===== config.mk =====
export PLATFORM = sky130hd
export DESIGN_NAME = coin_acceptor
export DESIGN_NICKNAME = d
export VERILOG_FILES = /design/src/rtl/coin_acceptor.sv
export SDC_FILE = /design/constraint.sdc
export NUM_CORES = 1
export LEC_CHECK = 0
export BUFFER_PORTS_ARGS = -buffer_cell sky130_fd_sc_hd__buf_2
export CAP_MARGIN = 20
export CORE_MARGIN = 3
export CORE_UTILIZATION = 25
export CTS_CLUSTER_DIAMETER = 80
export CTS_CLUSTER_SIZE = 10
export DETAILED_ROUTE_END_ITERATION = 10
export PLACE_DENSITY_LB_ADDON = 0.12
export SLEW_MARGIN = 20
export SYNTH_ARGS = -nofsm -noshare
export SYNTH_HDL_FRONTEND = slang
export SYNTH_SLANG_ARGS = --single-unit

===== constraint.sdc =====
create_clock -name clk -period 4 [get_ports clk]
set_clock_uncertainty 0.15 [all_clocks]
set_input_delay 0.8 -clock clk [delete_from_list [all_inputs] [get_ports clk]]
set_output_delay 0.8 -clock clk [all_outputs]
set_load 0.01 [all_outputs]

===== src/rtl/coin_acceptor.sv =====
// Coin acceptor front end: synchronizes and debounces the 5- and 10-unit sensor lines,
// turns rising filtered edges into one-cycle coin codes, and applies a post-coin lockout.
module coin_acceptor #(
  parameter int DEBOUNCE_CYCLES = 4,
  parameter int LOCKOUT_CYCLES  = 8
) (
  input  logic       clk,
  input  logic       rst,
  input  logic       coin5_raw,
  input  logic       coin10_raw,
  output logic [1:0] coin_code,
  output logic       reject,
  output logic [7:0] coin_count
);

  localparam logic [3:0] DB_LAST   = 4'(DEBOUNCE_CYCLES - 1);
  localparam logic [7:0] LOCK_INIT = 8'(LOCKOUT_CYCLES);

  localparam logic [0:0] ST_IDLE = 1'b0;
  localparam logic [0:0] ST_LOCK = 1'b1;

  logic [1:0] raw_w;
  logic [1:0] event_w;

  assign raw_w = {coin10_raw, coin5_raw};

  // Bit 0 is the 5-unit channel, bit 1 the 10-unit channel, matching the coin code.
  for (genvar gi = 0; gi < 2; gi++) begin : g_chan
    logic       sync1_q;
    logic       sync2_q;
    logic       filt_q;
    logic       filt_prev_q;
    logic [3:0] cnt_q;

    always_ff @(posedge clk or posedge rst) begin
      if (rst) begin
        sync1_q     <= 1'b0;
        sync2_q     <= 1'b0;
        filt_q      <= 1'b0;
        filt_prev_q <= 1'b0;
        cnt_q       <= 4'd0;
      end else begin
        sync1_q     <= raw_w[gi];
        sync2_q     <= sync1_q;
        filt_prev_q <= filt_q;
        if (sync2_q == filt_q) begin
          cnt_q <= 4'd0;
        end else if (cnt_q == DB_LAST) begin
          filt_q <= sync2_q;
          cnt_q  <= 4'd0;
        end else begin
          cnt_q <= cnt_q + 4'd1;
        end
      end
    end

    assign event_w[gi] = filt_q & ~filt_prev_q;
  end

  logic [0:0] state_q, state_d;
  logic [7:0] lock_q, lock_d;
  logic [1:0] code_q, code_d;
  logic       reject_q, reject_d;
  logic [7:0] count_q, count_d;

  always_comb begin
    state_d  = state_q;
    lock_d   = lock_q;
    code_d   = 2'b00;
    reject_d = 1'b0;
    count_d  = count_q;
    if (state_q == ST_IDLE) begin
      if (event_w == 2'b11) begin
        reject_d = 1'b1;
        lock_d   = LOCK_INIT;
        state_d  = ST_LOCK;
      end else if (event_w != 2'b00) begin
        code_d = event_w;
        if (count_q != 8'hFF) count_d = count_q + 8'd1;
        lock_d  = LOCK_INIT;
        state_d = ST_LOCK;
      end
    end else begin
      // Rejects during lockout do not extend the dead time.
      reject_d = |event_w;
      lock_d   = lock_q - 8'd1;
      if (lock_q == 8'd1) state_d = ST_IDLE;
    end
  end

  always_ff @(posedge clk or posedge rst) begin
    if (rst) begin
      state_q  <= ST_IDLE;
      lock_q   <= 8'd0;
      code_q   <= 2'b00;
      reject_q <= 1'b0;
      count_q  <= 8'd0;
    end else begin
      state_q  <= state_d;
      lock_q   <= lock_d;
      code_q   <= code_d;
      reject_q <= reject_d;
      count_q  <= count_d;
    end
  end

  assign coin_code  = code_q;
  assign reject     = reject_q;
  assign coin_count = count_q;

endmodule


==> metrics.txt <==
status completed; dpl ws 2.02 ns; CP Class reg -> reg; die area 7050 um2; overall die height 83.9 um; Mean Syn Cell Area 11.9 um2; share of the synthesized area in the top cell type 59.3%; WL met1 1210 um; period utilisation layout 49.4%; MaxCap Viol Count 0; Mapped Cells 128; CTS tree done; WP data arrival 2.00 ns; final RePlAce weighted congestion 0.806; first-pass GRT wire length 4640 um; top layer used by detailed routing met4; Met3 Wirelength 117 um; Post-Synth XOR/XNOR Area 10.4%; Final WS setup 2.02 ns; Placed Area 1680 um2; post-DP HPWL 1800 um; R2R Path End coin_count[1]; post_cts resized 0; largest family of logic cells by synthesized area simple AND/OR/NAND/NOR gates; post-CTS setup buffer count 0; critical path buffer and inverter count 0; fraction of layout cells with a size suffix above 1 19.3%; area of the multi-input gates 596 um2; TNS Setup 0 ns; post-route cell area 1770 um2; Fmax 506 MHz; synthesis-to-layout area growth 16.6%; Initial Util 26.8%; clk slew on worst S/H paths 0.07 ns; final hold vios 0; synth top area cells dfrtp_1 (59%), xnor2_1 (8.1%), ha_1 (4.1%), nor2_1 (3.5%), xor2_1 (2.3%); Routed WL per cell 11.7 um; Netlist cell types 25; CP endpoint kind flop; Worst-Margin Slew 0.739 ns; largest net degree at the start of global routing 37; number of global-route vias before repair 1007; clock sink count 36; setup repair after global routing missed its margin false; top_reg_cell synth dfrtp_1; H-tree Lvls 2; drt pass-1 iters 4; Synth Area in Adders 4.12%; reg2reg path depth 4; Cell Area, Synth 1520 um2; largest area contributor in the netlist dfrtp_1; # setup viols final 0; post-synthesis simple-gate area fraction 18.2%; post-synthesis sequential area ratio 59.3%; post-synthesis compound-gate area fraction 4.28%; Post-DRT Antenna Nets 0; Critical Path Start Type flop; delay-heaviest family, CP compound AO/OA/AOI/OAI gates; CP max stage delay 0.50 ns; Clock Latency Late Sink 0.28 ns; post-synthesis mux area share 2.22%; commonest non-fill, non-tap cells in the layout dfrtp_1 (36), nor2_1 (14), xnor2_1 (14), buf_2 (14), nand2_1 (9); hold crit path type reg -> reg; crit-path cells ha_1 -> and2_1 -> a311oi_4 -> mux2_2; reg-to-reg slack, setup 2.02 ns; I/O Buffers 14; Vias/cell 4.27; initial antenna violation count 0; clock buffer count from CTS 5; fill count 591; Reg area 901 um2; Yosys warnings 0; fin. max-slew vios 0; final core utilization 31.2%; VDD IR-drop max 0.000234 V; CTS max path bufs 2; GRT Total Usage 8.29%; root buffer cell clkbuf_8; FFs w/ async S/R, synth 100%; core area 5680 um2; CP required 4.03 ns; crit path max fanout 8; Post-Syn Nets 137; worst r2r src coin_count[0]; I/O pins 15; Slew HR 50.4%; Hold Path Origin g_chan[0].sync1_q; Hold Crit Depth 0; DR DRC count 0; CTS Hold Bufs 0; # nets final 158; commonest non-fill, non-tap cell in the layout dfrtp_1; vias after detailed routing 949; clock period minus worst slack 1.98 ns; DRT iter0 DRCs 45; CP max stage cell a311oi_4; GRT overflow 0; leak pwr 0.810 nW; die width 83.9 um; Antenna Cells 0; pwr dens 650 nW/um2; routed wl met2 1230 um; final WL 2610 um; Hold EP g_chan[0].sync2_q; num rows 27; Post-synth EDFFs 0; Synth Register Bits 36
==> Yosys cell counts (all sizes together) (3+ instances only) <==
library cell	n
xnor2	14
nand3	5
nand2	9
dfrtp	36
nor3b	3
ha	5
nor3	5
nor2b	3
nor2	14
inv	4
mux2	3
o21ai	4
xor2	4
==> cells by family (layout without fill, tap and decap cells) <==
logic type,after synthesis,after routing
adder cells (fa/ha/maj),5,5
buffers and inverters,5,27
multiplexers,3,3
XOR/XNOR,18,18
flip-flops,36,36
AO/OA/AOI/OAI,8,8
AND/OR/NAND/NOR,53,53
==> worst register-to-register path, cell delays in order (launching register included) <==
cell and delay, ns:
dfrtp_1 0.42, ha_1 0.22, and2_1 0.19, a311oi_4 0.50, mux2_2 0.39
==> power by group <==
part,leakage (nW),internal [W],total [W],switching [W]
Sequential,0.456,0.000469,0.000566,0.0000969
Clock,0.0510,0.000137,0.000267,0.000129
Combinational,0.303,0.000157,0.000320,0.000163
Total,0.810,0.000763,0.00115,0.000389
==> metal layers <==
layer,track usage (%),up-vias
li1,-,468
met1,10.3,456
met2,12.5,18
met3,3.06,7
met4,4.39,0
met5,0,-
==> layout make-up <==
class / instances / share of cell area, %
Tap cell: 72 / 5.08
Timing Repair Buffer: 15 / 4.38
Clock buffer: 6 / 4.66
Clock inverter: 2 / 0.565
Inverter: 4 / 0.847
Multi-Input combinational cell: 87 / 33.6
Sequential cell: 36 / 50.8
==> registers in the layout (all words and copies together) (netlist names) <==
signal and cells:
coin_code 2, reject 1, g_chan.sync1_q 2, g_chan.cnt_q 8
state_q 1, lock_q 8, g_chan.filt_prev_q 2, g_chan.sync2_q 2
coin_count 8, g_chan.filt_q 2
==> stage by stage <==
step	hold slack, ns	std cells	power [W]
floorplan	0.181	128	0.000808
global placement	0.183	214	0.000892
CTS	0.202	222	0.00117
detailed placement	0.187	214	0.000899
finish	0.198	222	0.00115
global route	0.223	222	0.00125
==> how the worst max path moves through the flow <==
stage                           from             to  depth (start not counted)
finish                 coin_count[0]  coin_count[1]                          4
global route        g_chan[0].filt_q      lock_q[3]                          5
detailed placement     coin_count[0]  coin_count[1]                          4
floorplan              coin_count[0]  coin_count[1]                          4
CTS                    coin_count[0]  coin_count[1]                          4
global placement       coin_count[0]  coin_count[1]                          4
No activity file was read; power rests on OpenSTA's default activity.
